==> src/rtl/hazard_fwd_ctrl_pkg.sv <==
// ============================================================================
// hazard_fwd_ctrl_pkg : shared encodings for the hazard/forwarding controller
// Revision: 1.0
// ============================================================================
`default_nettype none

package hazard_fwd_ctrl_pkg;

    localparam int c_REG_AW_DEFAULT = 5;

    localparam logic [1:0] c_FWD_RF    = 2'b00;
    localparam logic [1:0] c_FWD_MEMWB = 2'b01;
    localparam logic [1:0] c_FWD_EXMEM = 2'b10;

    typedef enum logic [1:0] {
        ST_RUN      = 2'd0,
        ST_BUBBLE   = 2'd1,
        ST_MEM_WAIT = 2'd2
    } state_e;

endpackage

`default_nettype wire

==> src/rtl/hazard_fwd_ctrl_if.sv <==
// ============================================================================
// hazard_fwd_ctrl_if : pipeline-side signal bundle of the hazard controller
// Revision: 1.0
// ============================================================================
`default_nettype none

interface hazard_fwd_ctrl_if
    import hazard_fwd_ctrl_pkg::*;
#(
    parameter int REG_AW = c_REG_AW_DEFAULT,
    parameter int CNT_W  = 16
);
    logic [REG_AW-1:0] id_rs1, id_rs2;
    logic              id_use_rs1, id_use_rs2;
    logic [REG_AW-1:0] ex_rs1, ex_rs2, ex_rd;
    logic              ex_regwrite, ex_memread;
    logic [REG_AW-1:0] exmem_rd;
    logic              exmem_regwrite, exmem_memreq;
    logic [REG_AW-1:0] memwb_rd;
    logic              memwb_regwrite;
    logic              mem_ready;
    logic              perf_clr;
    logic [1:0]        fwd_a, fwd_b;
    logic              stall_pc, stall_ifid, stall_idex, stall_exmem;
    logic              bubble_idex, bubble_memwb;
    logic [CNT_W-1:0]  lu_cnt, mem_cnt;

    modport master (
        output id_rs1, id_rs2, id_use_rs1, id_use_rs2, ex_rs1, ex_rs2, ex_rd,
               ex_regwrite, ex_memread, exmem_rd, exmem_regwrite, exmem_memreq,
               memwb_rd, memwb_regwrite, mem_ready, perf_clr,
        input  fwd_a, fwd_b, stall_pc, stall_ifid, stall_idex, stall_exmem,
               bubble_idex, bubble_memwb, lu_cnt, mem_cnt
    );

    modport slave (
        input  id_rs1, id_rs2, id_use_rs1, id_use_rs2, ex_rs1, ex_rs2, ex_rd,
               ex_regwrite, ex_memread, exmem_rd, exmem_regwrite, exmem_memreq,
               memwb_rd, memwb_regwrite, mem_ready, perf_clr,
        output fwd_a, fwd_b, stall_pc, stall_ifid, stall_idex, stall_exmem,
               bubble_idex, bubble_memwb, lu_cnt, mem_cnt
    );
endinterface

`default_nettype wire

==> src/rtl/hazard_fwd_ctrl_fwd_select.sv <==
// ============================================================================
// hazard_fwd_ctrl_fwd_select : forwarding-source select for one ALU operand
// Revision: 1.0
// ============================================================================
`default_nettype none

module hazard_fwd_ctrl_fwd_select
    import hazard_fwd_ctrl_pkg::*;
#(
    parameter int REG_AW  = c_REG_AW_DEFAULT,
    parameter bit X0_ZERO = 1'b1
) (
    input  logic [REG_AW-1:0] i_src,
    input  logic [REG_AW-1:0] i_exmem_rd,
    input  logic              i_exmem_regwrite,
    input  logic [REG_AW-1:0] i_memwb_rd,
    input  logic              i_memwb_regwrite,
    output logic [1:0]        o_sel
);
    logic w_exmem_hit;
    logic w_memwb_hit;

    assign w_exmem_hit = i_exmem_regwrite && (i_exmem_rd == i_src)
                         && !(X0_ZERO && (i_exmem_rd == '0));
    assign w_memwb_hit = i_memwb_regwrite && (i_memwb_rd == i_src)
                         && !(X0_ZERO && (i_memwb_rd == '0));

    // The younger producer in EX/MEM holds the newest value.
    always_comb begin
        o_sel = c_FWD_RF;
        if (w_exmem_hit) begin
            o_sel = c_FWD_EXMEM;
        end else if (w_memwb_hit) begin
            o_sel = c_FWD_MEMWB;
        end
    end
endmodule

`default_nettype wire

==> src/rtl/hazard_fwd_ctrl.sv <==
// ============================================================================
// hazard_fwd_ctrl : EX operand forwarding, load-use bubbles, memory-wait
//                   freeze and saturating stall counters
// Revision: 1.0
// ============================================================================
`default_nettype none

module hazard_fwd_ctrl
    import hazard_fwd_ctrl_pkg::*;
#(
    parameter int REG_AW   = c_REG_AW_DEFAULT,
    parameter int LOAD_LAT = 1,
    parameter bit X0_ZERO  = 1'b1,
    parameter int CNT_W    = 16
) (
    input  logic              clk,
    input  logic              reset,
    hazard_fwd_ctrl_if.slave  bus
);
    localparam logic [1:0]       c_BCNT_INIT = 2'(LOAD_LAT - 1);
    localparam logic [CNT_W-1:0] c_CNT_ONE   = CNT_W'(1);

    state_e            r_state, w_state_nxt, w_eff_state;
    logic [1:0]        r_bcnt, w_bcnt_nxt;
    logic [REG_AW-1:0] r_lu_rd, w_lu_rd_nxt;
    logic              r_ret_bubble, w_ret_nxt;
    logic              w_lu_hit, w_mw_hit, w_mem_done;
    logic              w_freeze, w_bubble;
    logic              w_freeze_o, w_bubble_o;
    logic [CNT_W-1:0]  r_lu_cnt, r_mem_cnt;

    hazard_fwd_ctrl_fwd_select #(.REG_AW(REG_AW), .X0_ZERO(X0_ZERO)) u_fwd_select_a (
        .i_src            (bus.ex_rs1),
        .i_exmem_rd       (bus.exmem_rd),
        .i_exmem_regwrite (bus.exmem_regwrite),
        .i_memwb_rd       (bus.memwb_rd),
        .i_memwb_regwrite (bus.memwb_regwrite),
        .o_sel            (bus.fwd_a)
    );

    hazard_fwd_ctrl_fwd_select #(.REG_AW(REG_AW), .X0_ZERO(X0_ZERO)) u_fwd_select_b (
        .i_src            (bus.ex_rs2),
        .i_exmem_rd       (bus.exmem_rd),
        .i_exmem_regwrite (bus.exmem_regwrite),
        .i_memwb_rd       (bus.memwb_rd),
        .i_memwb_regwrite (bus.memwb_regwrite),
        .o_sel            (bus.fwd_b)
    );

    assign w_lu_hit = bus.ex_memread && bus.ex_regwrite
                      && !(X0_ZERO && (bus.ex_rd == '0))
                      && ((bus.id_use_rs1 && (bus.id_rs1 == bus.ex_rd))
                       || (bus.id_use_rs2 && (bus.id_rs2 == bus.ex_rd)));
    assign w_mw_hit   = bus.exmem_memreq && !bus.mem_ready;
    assign w_mem_done = bus.exmem_memreq && bus.mem_ready;

    always_ff @(posedge clk or posedge reset) begin
        if (reset) begin
            r_state      <= ST_RUN;
            r_bcnt       <= '0;
            r_lu_rd      <= '0;
            r_ret_bubble <= 1'b0;
        end else begin
            r_state      <= w_state_nxt;
            r_bcnt       <= w_bcnt_nxt;
            r_lu_rd      <= w_lu_rd_nxt;
            r_ret_bubble <= w_ret_nxt;
        end
    end

    // On the ready cycle the return state's rules already apply, so a bubble
    // displaced by the freeze is issued then and the total stays LOAD_LAT.
    always_comb begin
        w_state_nxt = r_state;
        w_bcnt_nxt  = r_bcnt;
        w_lu_rd_nxt = r_lu_rd;
        w_ret_nxt   = r_ret_bubble;
        w_freeze    = 1'b0;
        w_bubble    = 1'b0;
        w_eff_state = ST_RUN;
        if ((r_state == ST_BUBBLE) || ((r_state == ST_MEM_WAIT) && r_ret_bubble)) begin
            w_eff_state = ST_BUBBLE;
        end

        if ((r_state == ST_MEM_WAIT) && !w_mem_done) begin
            w_freeze = 1'b1;
        end else begin
            w_state_nxt = w_eff_state;
            if (w_mw_hit) begin
                w_freeze    = 1'b1;
                w_state_nxt = ST_MEM_WAIT;
                w_ret_nxt   = (w_eff_state == ST_BUBBLE);
            end else if (w_eff_state == ST_BUBBLE) begin
                w_bubble   = 1'b1;
                w_bcnt_nxt = r_bcnt - 2'd1;
                if (r_bcnt == 2'd1) begin
                    w_state_nxt = ST_RUN;
                end
            end else if (w_lu_hit) begin
                w_bubble = 1'b1;
                if (LOAD_LAT > 1) begin
                    w_lu_rd_nxt = bus.ex_rd;
                    w_bcnt_nxt  = c_BCNT_INIT;
                    w_state_nxt = ST_BUBBLE;
                end
            end
        end
    end

    assign w_freeze_o       = w_freeze && !reset;
    assign w_bubble_o       = w_bubble && !reset;
    assign bus.stall_pc     = w_freeze_o || w_bubble_o;
    assign bus.stall_ifid   = w_freeze_o || w_bubble_o;
    assign bus.stall_idex   = w_freeze_o;
    assign bus.stall_exmem  = w_freeze_o;
    assign bus.bubble_idex  = w_bubble_o;
    assign bus.bubble_memwb = w_freeze_o;

    always_ff @(posedge clk or posedge reset) begin
        if (reset) begin
            r_lu_cnt  <= '0;
            r_mem_cnt <= '0;
        end else if (bus.perf_clr) begin
            r_lu_cnt  <= '0;
            r_mem_cnt <= '0;
        end else begin
            if (w_bubble_o && (r_lu_cnt != '1)) begin
                r_lu_cnt <= r_lu_cnt + c_CNT_ONE;
            end
            if (w_freeze_o && (r_mem_cnt != '1)) begin
                r_mem_cnt <= r_mem_cnt + c_CNT_ONE;
            end
        end
    end

    assign bus.lu_cnt  = r_lu_cnt;
    assign bus.mem_cnt = r_mem_cnt;

    // A multi-cycle bubble is only ever started by a real (non-x0) load target.
    a_lu_rd_live : assert property (@(posedge clk) disable iff (reset)
        ((r_state == ST_BUBBLE) && X0_ZERO) |-> (r_lu_rd != '0));
endmodule

`default_nettype wire
==> src/flat_wrapper.sv <==
// flat-port wrapper written by rule: the top's interface ports become plain ports
module hazard_fwd_ctrl_flat import hazard_fwd_ctrl_pkg::*;
#(
    parameter int REG_AW   = c_REG_AW_DEFAULT,
    parameter int LOAD_LAT = 1,
    parameter bit X0_ZERO  = 1'b1,
    parameter int CNT_W    = 16
)
  (clk, reset, bus_id_rs1, bus_id_rs2, bus_id_use_rs1, bus_id_use_rs2, bus_ex_rs1, bus_ex_rs2, bus_ex_rd, bus_ex_regwrite, bus_ex_memread, bus_exmem_rd, bus_exmem_regwrite, bus_exmem_memreq, bus_memwb_rd, bus_memwb_regwrite, bus_mem_ready, bus_perf_clr, bus_fwd_a, bus_fwd_b, bus_stall_pc, bus_stall_ifid, bus_stall_idex, bus_stall_exmem, bus_bubble_idex, bus_bubble_memwb, bus_lu_cnt, bus_mem_cnt);
  hazard_fwd_ctrl_if #(.REG_AW(REG_AW), .CNT_W(CNT_W)) bus_i ();
  input  logic clk;
  input  logic reset;
  input wire logic [$bits(bus_i.id_rs1)-1:0] bus_id_rs1;
  input wire logic [$bits(bus_i.id_rs2)-1:0] bus_id_rs2;
  input wire logic [$bits(bus_i.id_use_rs1)-1:0] bus_id_use_rs1;
  input wire logic [$bits(bus_i.id_use_rs2)-1:0] bus_id_use_rs2;
  input wire logic [$bits(bus_i.ex_rs1)-1:0] bus_ex_rs1;
  input wire logic [$bits(bus_i.ex_rs2)-1:0] bus_ex_rs2;
  input wire logic [$bits(bus_i.ex_rd)-1:0] bus_ex_rd;
  input wire logic [$bits(bus_i.ex_regwrite)-1:0] bus_ex_regwrite;
  input wire logic [$bits(bus_i.ex_memread)-1:0] bus_ex_memread;
  input wire logic [$bits(bus_i.exmem_rd)-1:0] bus_exmem_rd;
  input wire logic [$bits(bus_i.exmem_regwrite)-1:0] bus_exmem_regwrite;
  input wire logic [$bits(bus_i.exmem_memreq)-1:0] bus_exmem_memreq;
  input wire logic [$bits(bus_i.memwb_rd)-1:0] bus_memwb_rd;
  input wire logic [$bits(bus_i.memwb_regwrite)-1:0] bus_memwb_regwrite;
  input wire logic [$bits(bus_i.mem_ready)-1:0] bus_mem_ready;
  input wire logic [$bits(bus_i.perf_clr)-1:0] bus_perf_clr;
  output wire logic [$bits(bus_i.fwd_a)-1:0] bus_fwd_a;
  output wire logic [$bits(bus_i.fwd_b)-1:0] bus_fwd_b;
  output wire logic [$bits(bus_i.stall_pc)-1:0] bus_stall_pc;
  output wire logic [$bits(bus_i.stall_ifid)-1:0] bus_stall_ifid;
  output wire logic [$bits(bus_i.stall_idex)-1:0] bus_stall_idex;
  output wire logic [$bits(bus_i.stall_exmem)-1:0] bus_stall_exmem;
  output wire logic [$bits(bus_i.bubble_idex)-1:0] bus_bubble_idex;
  output wire logic [$bits(bus_i.bubble_memwb)-1:0] bus_bubble_memwb;
  output wire logic [$bits(bus_i.lu_cnt)-1:0] bus_lu_cnt;
  output wire logic [$bits(bus_i.mem_cnt)-1:0] bus_mem_cnt;
  assign bus_i.id_rs1 = bus_id_rs1;
  assign bus_i.id_rs2 = bus_id_rs2;
  assign bus_i.id_use_rs1 = bus_id_use_rs1;
  assign bus_i.id_use_rs2 = bus_id_use_rs2;
  assign bus_i.ex_rs1 = bus_ex_rs1;
  assign bus_i.ex_rs2 = bus_ex_rs2;
  assign bus_i.ex_rd = bus_ex_rd;
  assign bus_i.ex_regwrite = bus_ex_regwrite;
  assign bus_i.ex_memread = bus_ex_memread;
  assign bus_i.exmem_rd = bus_exmem_rd;
  assign bus_i.exmem_regwrite = bus_exmem_regwrite;
  assign bus_i.exmem_memreq = bus_exmem_memreq;
  assign bus_i.memwb_rd = bus_memwb_rd;
  assign bus_i.memwb_regwrite = bus_memwb_regwrite;
  assign bus_i.mem_ready = bus_mem_ready;
  assign bus_i.perf_clr = bus_perf_clr;
  assign bus_fwd_a = bus_i.fwd_a;
  assign bus_fwd_b = bus_i.fwd_b;
  assign bus_stall_pc = bus_i.stall_pc;
  assign bus_stall_ifid = bus_i.stall_ifid;
  assign bus_stall_idex = bus_i.stall_idex;
  assign bus_stall_exmem = bus_i.stall_exmem;
  assign bus_bubble_idex = bus_i.bubble_idex;
  assign bus_bubble_memwb = bus_i.bubble_memwb;
  assign bus_lu_cnt = bus_i.lu_cnt;
  assign bus_mem_cnt = bus_i.mem_cnt;
  hazard_fwd_ctrl #(.REG_AW(REG_AW), .LOAD_LAT(LOAD_LAT), .X0_ZERO(X0_ZERO), .CNT_W(CNT_W)) u_core (.clk(clk), .reset(reset), .bus(bus_i));
endmodule
==> config.mk <==
export PLATFORM = sky130hd
export DESIGN_NAME = hazard_fwd_ctrl_flat
export DESIGN_NICKNAME = d
export VERILOG_FILES = /design/src/rtl/hazard_fwd_ctrl_pkg.sv /design/src/rtl/hazard_fwd_ctrl_if.sv /design/src/rtl/hazard_fwd_ctrl_fwd_select.sv /design/src/rtl/hazard_fwd_ctrl.sv /design/src/flat_wrapper.sv
export SDC_FILE = /design/constraint.sdc
export NUM_CORES = 1
export LEC_CHECK = 0
export CAP_MARGIN = 0
export CORE_MARGIN = 4
export CORE_UTILIZATION = 27
export DETAILED_ROUTE_END_ITERATION = 8
export PLACE_DENSITY = 0.67
export SETUP_SLACK_MARGIN = 0.2
export SYNTH_ARGS = -nofsm -noshare
export SYNTH_HDL_FRONTEND = slang
export SYNTH_HIERARCHICAL = 1
export SYNTH_SLANG_ARGS = --single-unit
==> constraint.sdc <==
create_clock -name clk -period 1.91 [get_ports clk]
set_clock_uncertainty 0.15 [all_clocks]
set_input_delay 0.2865 -clock clk [delete_from_list [all_inputs] [get_ports clk]]
set_output_delay 0.2865 -clock clk [all_outputs]
set_load 0.02 [all_outputs]
# Word-level counts from Yosys, hierarchy flattened
# Cells that the tools add are included.
[word_totals]
register_bits = 37
latch_bits = 0
ramBits = 0
romBits = 0
in_bits = 46
output_inout_bits = 42
wordCells = 77
mem_count = 0
[op_classes]
addsub = 3
multipliers = 0
div = 0
n_lt_le_gt_ge = 0
n_eq_ne = 12
shifts = 0
mux = 18
n_bitwise = 2
reduce_logical = 37
[op_table]
columns = ["operator", "count"]
rows = [
  ["16-bit two-way mux", 4],
  ["16-bit by 1-bit adder with 16-bit output, second input constant", 2],
  ["16-bit != test, second input constant", 2],
  ["5-bit == test", 6],
  ["1-bit logical AND", 21],
  ["5-bit logical NOT", 3],
  ["1-bit two-way mux", 10],
  ["2-bit two-way mux", 4],
  ["1-bit logical NOT", 6],
  ["2-bit by 1-bit == test with 1-bit output, second input constant", 2],
  ["2-bit nonzero test", 2],
  ["1-bit logical OR", 3],
  ["3-bit AND reduction", 1],
  ["2-bit == test, second input constant", 1],
  ["1-bit NOT", 2],
  ["2-bit AND reduction", 1],
  ["2-bit by 1-bit subtractor with 2-bit output, second input constant", 1],
  ["1-bit == test, second input constant", 1],
]

# Logic depth before layout (Yosys ltp)
# Gate-level depths: netlist of run 1.
[logic_depth]
ltp_word = 12
depth_mapped = 9
ltp_nobuf = 7

# Modules after synthesis
# Netlist of run 1, hierarchy kept.
[by_module_without_submodules]
columns = ["mod", "n_inst", "cells_per_inst", "area_each_um2", "seq_area_each_um2"]
rows = [
  ["hazard_fwd_ctrl", 1, 218, 2070.7, 925.9],
  ["hazard_fwd_ctrl_fwd_select", 2, 21, 158.9, 0.0],
]

# Worst setup path before layout of run 1
# No wires, ideal clock.
[synth_timing]
path_type = "input to register"
start = "input reset"
end = "register u_core.r_lu_cnt[7] (netlist: u_core/bus.lu_cnt[7])"
setup_ns = 0.078
arrival_time_ns = 2.382
required_ns = 1.682
setup_slack_ns = -0.700
cell_stages = 7
n_path_buf = 1
cell_sequence = "inv_1 > nand3_1 > a221oi_2 > nand2_2 > buf_6 > or4_1 > a21oi_1"
[synth_via]
elab_chain_len = 4
[synth_rtl]
columns = ["item", "line_no", "rtl"]
rows = [
  ["start: declaration", "flat_wrapper.sv:12", "input logic reset;"],
  ["1-bit logical NOT (no source line)", "--", ""],
  ["1-bit logical AND", "hazard_fwd_ctrl.sv:111", "assign w_bubble_o = w_bubble && !reset;"],
  ["1-bit logical AND", "hazard_fwd_ctrl.sv:127", "if (w_bubble_o && (r_lu_cnt != '1)) begin"],
  ["2-bit nonzero test (no source line)", "--", ""],
  ["end signal: assignment", "hazard_fwd_ctrl.sv:128", "r_lu_cnt <= r_lu_cnt + c_CNT_ONE;"],
  ["end: declaration", "hazard_fwd_ctrl.sv:30", "logic [CNT_W-1:0] r_lu_cnt, r_mem_cnt;"],
]
# Every way passes these cells.
# A chain may end at the register's enable or synchronous reset.

# Final worst setup path of run 1
[layout_timing]
start = "input bus_ex_rd[3]"
end = "output bus_stall_ifid"
[layout_via]
elab_chain_len = 10
elab_cells_between_ends = 15
cone_classes = "2 x eq/ne; 4 x mux; 9 x reduce/logical"
[layout_rtl]
columns = ["item", "line_no", "rtl"]
rows = [
  ["start: declaration", "flat_wrapper.sv:19", "input wire logic [$bits(bus_i.ex_rd)-1:0] bus_ex_rd;"],
  ["5-bit == test (tied with other cells)", "hazard_fwd_ctrl.sv:52", "&& ((bus.id_use_rs1 && (bus.id_rs1 == bus.ex_rd))"],
  ["1-bit logical AND (tied with other cells)", "hazard_fwd_ctrl.sv:52", ""],
  ["1-bit logical OR or 1-bit logical AND (tied branches)", "hazard_fwd_ctrl.sv:53, hazard_fwd_ctrl.sv:51", ""],
  ["1-bit logical AND (*)", "hazard_fwd_ctrl.sv:52", ""],
  ["1-bit two-way mux (*)", "hazard_fwd_ctrl.sv:99", "end else if (w_lu_hit) begin"],
  ["1-bit two-way mux (*)", "hazard_fwd_ctrl.sv:93", "end else if (w_eff_state == ST_BUBBLE) begin"],
  ["1-bit two-way mux (*)", "hazard_fwd_ctrl.sv:89", "if (w_mw_hit) begin"],
  ["1-bit two-way mux (*)", "hazard_fwd_ctrl.sv:85", "if ((r_state == ST_MEM_WAIT) && !w_mem_done) begin"],
  ["1-bit logical AND (*)", "hazard_fwd_ctrl.sv:111", ""],
  ["1-bit logical OR (*)", "hazard_fwd_ctrl.sv:113", "assign bus.stall_ifid = w_freeze_o || w_bubble_o;"],
  ["end: declaration", "flat_wrapper.sv:32", "output wire logic [$bits(bus_i.stall_ifid)-1:0] bus_stall_ifid;"],
]
# Mark *: on every way between the ends. The rest lies on a longest branch, timed or not.

==> flow_summary_export.csv, run 1 <==
group,metric,value,unit
yosys,syn-instance-count,260,
detailed_routing,detailedRoute.firstPassIterationCount,4,
setup_path,critical-path-max-stage-delay,0.52,ns
global_route,grt_pass1_wl,12300,µm
detailed_routing,routed-wl-met3,579,µm
detailed_routing,initialDrtViolationCount,96,
clocking,cts_hold_buffers,0,
floorplanning,placementRows,34,
global_route,grt_start_max_net_pins,39,
detailed_routing,m1WireLength,3230,µm
layout,drive_gt1_share,44.7,%
clocking,cts_root_buf,"clkbuf_8",
layout,area_delta_synth_final,81.4,%
power_and_ir_drop,net-switching-power,0.504,mW
setup_path,timing.critical_path.cells,"buf_6 > or4_1 > o211ai_1 > o21ai_2 > and2_4 > or2_4 > buf_6",
setup_path,path_class,"input port to output port",
power_and_ir_drop,share_of_total_power_in_the_clock_network,30.8,%
layout,final-instance-count-excl-fill,529,
place,hpwl,5500,µm
detailed_routing,ant_nets,0,
outcome,failed_checks,"setup timing",
yosys,synth.yosys.seq_area_share,38.8,%
global_route,initial_antenna_violation_count,0,
floorplanning,design.core.area,0.00868,mm²
timing,worst_slew_margin_relative_to_its_limit,69.9,%
place,place_inst,500,
layout,diodes,0,
clocking,clock_latency,0.29,ns
timing,setup-violations-final,32,
yosys,synth-warning-count,6,
setup_path,worst-endpoint-required,1.47,ns
clocking,max_buffers_root_to_sink,2,
detailed_routing,route.detailed.drc,0,
clocking,numCtsBuffers,5,
timing,setup_repair_after_global_routing_missed_its_margin,"yes",
floorplanning,floorplan.die_area,0.0104,mm²
timing,finalHoldViolations,0,
floorplanning,top_level_ports,88,
power_and_ir_drop,p_int,1.34,mW
yosys,register_bit_count_reported_by_yosys,37,
yosys,netlist-cell-type-count,43,
setup_path,critical-path-top-cell-by-count,"buf_6",
setup_path,critPathCaptureType,"output port",
power_and_ir_drop,p_sw_share,27.3,%
layout,final_instance_area,0.00433,mm²
layout,nets,469,
outcome,result_of_the_run,"finished, violations left",
power_and_ir_drop,power_frac_comb,24.5,%
place,placedInstanceArea,0.00380,mm²
detailed_routing,drt-vias-per-instance,4.86,
power_and_ir_drop,power.total,1.85,mW
power_and_ir_drop,power.density_cell_area,426,mW/mm²
yosys,avgSynthCellArea,9.19,µm²
global_route,globalRouteTotalUtil,14.6,%
place,port_buffers,87,
timing,period_minus_slack,2.29,ns
timing,finalSetupTns,-6.52,ns
detailed_routing,dr_total_vias,2570,
power_and_ir_drop,sequentialPowerShare,44.7,%
timing,timing.final.crit_share,120,%
floorplanning,die-height,102,µm
setup_path,reg2reg_setup_slack,-0.35,ns
clocking,cts.sinks,37,
timing,postLayoutSetupSlackWorst,-0.382,ns
global_route,grt_overflow,0,
floorplanning,floorplan.die.width,102,µm
global_route,grt_pass1_vias,2648,
setup_path,crit_start_category,"input port",
layout,finish.utilization,49.9,%
setup_path,critical-path-slowest-cell,"or4_1",
setup_path,cp_data_arrival_time,1.86,ns
clocking,cts-htree-levels,2,
floorplanning,initial_core_util,27.5,%
detailed_routing,detailroute.wirelength.met2,3980,µm
setup_path,worst_r2r_endpoint,"u_core/bus.lu_cnt[13]",
timing,slew_violations,0,
timing,fmaxAchievable,436,MHz
place,gp_congestion,0.824,
yosys,syn-cell-area,0.00239,mm²
clocking,cts_tree,"built",
setup_path,cp_max_fo,2,
yosys,syn_nets,309,
detailed_routing,drt-wirelength-per-cell,14.9,µm
min_path,holdCritPathClass,"input port to async pin",
setup_path,r2r.worst_path.cells,7,
run,drv.max_cap_violation_count,0,
power_and_ir_drop,vdd_drop_max,0.424,mV
detailed_routing,highest_layer,"met4",
detailed_routing,route.final.wire_length,7860,µm
power_and_ir_drop,leakage,1.96,nW
setup_path,timing.rr.start,"u_core/r_state[0]",
timing,worst_pin_slew,0.448,ns
clocking,clk_pin_slew,0.07,ns
-- how the worst max path moves through the flow --
stage            startpoint  cells past startpoint  slack, ns        endpoint
2_1_floorplan  bus_ex_rd[1]                      6      -0.29    bus_stall_pc
3_3_place_gp   bus_ex_rd[1]                      7      -1.15  bus_stall_ifid
3_5_place_dp   bus_ex_rd[1]                      7      -1.16  bus_stall_ifid
4_1_cts        bus_ex_rd[3]                      7      -0.38  bus_stall_ifid
5_1_grt        bus_ex_rd[3]                      7      -0.43  bus_stall_ifid
6_report       bus_ex_rd[3]                      7      -0.38  bus_stall_ifid
-- cell usage in the layout, fill, tap and decap left out, drive strengths merged, types with 4 or more instances in the layout --
cell,count
nand3,16
xor2,22
clkdlybuf4s50,5
and4,5
and3,5
clkbuf,12
inv,5
dlygate4sd2,47
nand4,11
or3,6
nor2,24
nor3,8
o31ai,6
o21ai,9
nand2,21
or4,7
xnor2,22
buf,104
dfrtp,37
clkdlybuf4s15,4
a21oi,16
-- cell usage after synthesis --
cell type	n	area, µm²
dfrtp_1	37	926
nor2_1	24	90.1
xnor2_1	22	193
xor2_1	22	193
nand2_1	19	71.3
a21oi_1	16	80.1
nand3_1	16	80.1
nand4_1	11	68.8
or4_1	7	52.6
buf_4	6	45.0
inv_1	6	22.5
nor3_1	6	30.0
o31ai_1	6	45.0
or3_1	6	37.5
clkbuf_1	5	18.8
o21ai_1	5	25.0
and3_1	4	25.0
and4_1	4	35.0
o21ai_0	4	20.0
and2_1	3	18.8
ha_1	3	37.5
nor4_1	3	18.8
a211oi_2	2	25.0
mux2i_1	2	20.0
nor3_2	2	20.0
o41ai_2	2	32.5
a211oi_1	1	7.51
a221oi_2	1	15.0
a31oi_1	1	6.26
and3_4	1	11.3
and3b_1	1	8.76
and4_4	1	11.3
and4b_1	1	10.0
buf_6	1	11.3
nand2_2	1	6.26
nand2b_1	1	6.26
o211a_1	1	10.0
o211ai_1	1	7.51
o21a_1	1	7.51
o221ai_2	1	15.0
o22a_1	1	8.76
or2_1	1	6.26
or3b_1	1	8.76
-- flip-flops by register name (all words and copies together), names as in the netlist --
register / count
u_core/r_ret_bubble: 1
u_core/r_bcnt: 2
u_core/r_state: 2
u_core/bus.mem_cnt: 16
u_core/bus.lu_cnt: 16
-- logic make-up (layout without fill, tap and decap cells) --
group	Yosys count	after routing	share of synthesized area, %
and+or+nand+nor	113	114	25.8
DFF	37	37	38.8
muxes	2	2	0.838
AOI/OAI and AO/OA	43	43	12.8
adders and majority gates	3	3	1.57
xor gates and xnor gates	44	44	16.1
buffers and inverters	18	178	4.09
-- what timing repair did --
| action | 4_1_cts | 5_1_grt |
|---|---|---|
| setup buffers | 15 | 5 |
| endpoints found under the setup margin | 74 | 42 |
| pin swaps | 69 | 27 |
| resized for setup | 253 | 38 |
| gates cloned | 1 | 0 |
-- area by class of cell --
cell class,instances,area (µm²)
flip-flops and latches,37,933
repair buffers,164,1430
inverters,6,26.3
fillers,828,4350
well taps,108,135
clock buffers,8,90.1
multi-input cells,206,1720
-- worst max-delay path: cells and delay by family --
kind	cells	cell delay, ns
buffers and inverters	2	0.23
and+or+nand+nor	3	0.93
AOI/OAI and AO/OA	2	0.41
-- power groups by stage --
stage	clock network, mW	registers (mW)	logic [mW]
3_3_place_gp	0	0.838	0.389
6_report	0.569	0.825	0.453
3_5_place_dp	0	0.840	0.399
2_1_floorplan	0	0.842	0.173
4_1_cts	0.581	0.825	0.433
5_1_grt	0.618	0.829	0.494
-- routing by layer --
metal	track usage, %	up-vias
li1	-	1260
met2	25.5	81
met5	0	-
met3	3.41	6
met4	4.14	0
met1	18.1	1223
-- stage by stage --
stage	setup WS, ns	hold WS [ns]
floorplan	-0.293	0.107
global placement	-1.15	0.307
detailed placement	-1.16	0.315
CTS	-0.376	0.143
global route	-0.430	0.166
finish	-0.382	0.133
(Power assumes the default switching activity.)
==> run 2, diff against run 1 <==
--- a/config.mk
+++ b/config.mk
@@ -7,9 +7,9 @@
 export LEC_CHECK = 0
 export CAP_MARGIN = 0
 export CORE_MARGIN = 4
-export CORE_UTILIZATION = 27
+export CORE_UTILIZATION = 30
 export DETAILED_ROUTE_END_ITERATION = 8
-export PLACE_DENSITY = 0.67
+export PLACE_DENSITY = 0.72
 export SETUP_SLACK_MARGIN = 0.2
 export SYNTH_ARGS = -nofsm -noshare
 export SYNTH_HDL_FRONTEND = slang
==> run 2 against run 1 <==
Effect of this change:
- the run still ends with setup timing left
- sequential power about the same
- largest power group unchanged
- via count up 1.1%
- utilization up 6.9 points
- critical path type unchanged
- power down 1.7%
- cell count down 1.9%
- clock power down 7.7%
==> flow_summary_export.csv, run 2 (synthesis gave the netlist of run 1 again) <==
group,metric,value,unit
layout,fill_cells,678,
layout,diodes,0,
timing,finalSetupTns,-6.03,ns
power_and_ir_drop,vdd_drop_max,0.362,mV
detailed_routing,drt-vias-per-instance,5.01,
place,hpwl,5430,µm
detailed_routing,detailedRoute.firstPassIterationCount,4,
min_path,holdCritPathClass,"input port to async pin",
power_and_ir_drop,sequentialPowerShare,45.4,%
clocking,cts-htree-levels,2,
global_route,globalRouteTotalUtil,16.4,%
detailed_routing,route.final.wire_length,7940,µm
setup_path,reg2reg_setup_slack,-0.29,ns
setup_path,cp_max_fo,2,
floorplanning,initial_core_util,30.9,%
run,drv.max_cap_violation_count,0,
setup_path,worst_r2r_endpoint,"u_core/bus.lu_cnt[13]",
timing,worst_pin_slew,0.451,ns
setup_path,path_class,"input port to output port",
floorplanning,top_level_ports,88,
timing,finalHoldViolations,0,
clocking,cts_hold_buffers,0,
layout,drive_gt1_share,48.7,%
outcome,failed_checks,"setup timing",
timing,postLayoutSetupSlackWorst,-0.374,ns
timing,setup-violations-final,32,
setup_path,critical-path-max-stage-delay,0.54,ns
detailed_routing,drt-wirelength-per-cell,15.3,µm
layout,multiInputGateArea,0.00183,mm²
floorplanning,placementRows,32,
setup_path,timing.rr.start,"u_core/r_state[0]",
setup_path,worst-endpoint-required,1.47,ns
timing,fmaxAchievable,438,MHz
setup_path,timing.critical_path.cells,"buf_6 > or4_4 > o211ai_1 > o21ai_2 > and2_4 > or2_4 > buf_6",
clocking,clk_pin_slew,0.07,ns
detailed_routing,dr_total_vias,2598,
floorplanning,die-height,97.2,µm
clocking,cts.sinks,37,
global_route,met1_usage,21.2,%
detailed_routing,initialDrtViolationCount,28,
clocking,clock_latency,0.29,ns
floorplanning,floorplan.die_area,0.00945,mm²
power_and_ir_drop,p_sw_share,28.1,%
timing,timing.final.crit_share,120,%
timing,worst_slew_margin_relative_to_its_limit,69.7,%
setup_path,critPathCaptureType,"output port",
power_and_ir_drop,power.total,1.82,mW
clocking,max_buffers_root_to_sink,2,
detailed_routing,route.detailed.drc,0,
clocking,numCtsBuffers,5,
global_route,grt_pass1_wl,13000,µm
place,gp_congestion,0.891,
timing,setup_repair_after_global_routing_missed_its_margin,"yes",
floorplanning,floorplan.die.width,97.2,µm
setup_path,critical-path-top-cell-by-count,"buf_6",
power_and_ir_drop,power.density_cell_area,414,mW/mm²
global_route,initial_antenna_violation_count,0,
timing,slew_violations,0,
timing,period_minus_slack,2.28,ns
global_route,grt_pass1_vias,2729,
clocking,cts_root_buf,"clkbuf_8",
global_route,grt_start_max_net_pins,39,
layout,area_delta_synth_final,83.8,%
power_and_ir_drop,leakage,1.99,nW
power_and_ir_drop,net-switching-power,0.511,mW
global_route,grt_overflow,0,
global_route,globalRouteMet3Util,3.66,%
global_route,grt_busiest_layer,"met2",
power_and_ir_drop,power_frac_comb,25.7,%
place,port_buffers,87,
layout,layout.cells.most_common,"buf_4",
layout,finish.utilization,56.8,%
floorplanning,design.core.area,0.00773,mm²
setup_path,critical-path-slowest-cell,"or4_4",
detailed_routing,ant_nets,0,
clocking,cts_tree,"built",
global_route,grt_use_met2,28.1,%
power_and_ir_drop,p_int,1.30,mW
layout,register_area,933,µm²
layout,most-common-layout-cells,"buf_4, dlygate4sd2_1, dfrtp_1, buf_6, nor2_1",
setup_path,crit_start_category,"input port",
outcome,result_of_the_run,"finished, violations left",
layout,nets,465,
setup_path,cp_data_arrival_time,1.85,ns
setup_path,r2r.worst_path.cells,8,
power_and_ir_drop,share_of_total_power_in_the_clock_network,28.9,%
run 2: cell types whose count changed in the layout (fill, tap and decap cells not counted), moves of 3 or more:
cell     before  now
buf_6        33   28
or4_1         6    1
buf_2        11   15
or4_4         1    6
xnor2_1      16   13
xnor2_2       5    9
a21oi_1       6    3
a21oi_2       9   12
run 2: power groups by stage:
stage	Sequential (mW)	Clock, mW	Combinational [mW]
finish	0.824	0.525	0.466
global route	0.825	0.583	0.508
CTS	0.824	0.531	0.438
detailed placement	0.839	0	0.397
global placement	0.838	0	0.391
floorplan	0.842	0	0.173
run 2: timing repair:
| item | in CTS | in global routing |
|---|---|---|
| setup buffers | 14 | 6 |
| cloned | 1 | 0 |
| pin swaps | 69 | 32 |
| endpoints found under the setup margin | 74 | 42 |
| gates resized for setup | 260 | 54 |
run 2: through the flow:
stage	cell area (µm²)	worst slack, ns	hold slack, ns	cells
after CTS	4130	-0.355	0.321	513
after global placement	3760	-1.17	0.311	490
final	4390	-0.374	0.318	519
after floorplan	2450	-0.293	0.107	260
after global routing	4390	-0.429	0.342	519
after detailed placement	3760	-1.17	0.317	490
run 2: critical path: cells and delay by family:
family | cells | cell delay, ns
compound gates | 2 | 0.38
buf+inv | 2 | 0.23
simple gates | 3 | 0.95
run 2: final cells by class:
type | count | area share (%)
clock buffers | 6 | 1.65
clock inverters | 2 | 0.228
inverters | 6 | 0.599
multi-input cells | 206 | 41.7
flip-flops and latches | 37 | 21.3
well taps | 102 | 2.91
repair buffers | 160 | 31.6
run 2: per-layer routing:
metal  share of wire, %  vias up
li1                   -     1243
met1                 42     1259
met2                 52       87
met3                5.3        9
met4                1.2        0
met5                  0        -
run 2: worst max path at each step:
stage	startpoint	to	slack [ns]	cells past startpoint
6_report	bus_ex_rd[1]	bus_stall_ifid	-0.37	7
5_1_grt	bus_ex_rd[3]	bus_bubble_idex	-0.43	10
4_1_cts	bus_ex_rd[1]	bus_stall_ifid	-0.36	7
3_5_place_dp	bus_ex_rd[1]	bus_stall_ifid	-1.17	7
3_3_place_gp	bus_ex_rd[1]	bus_stall_pc	-1.17	7
2_1_floorplan	bus_ex_rd[1]	bus_stall_pc	-0.29	6
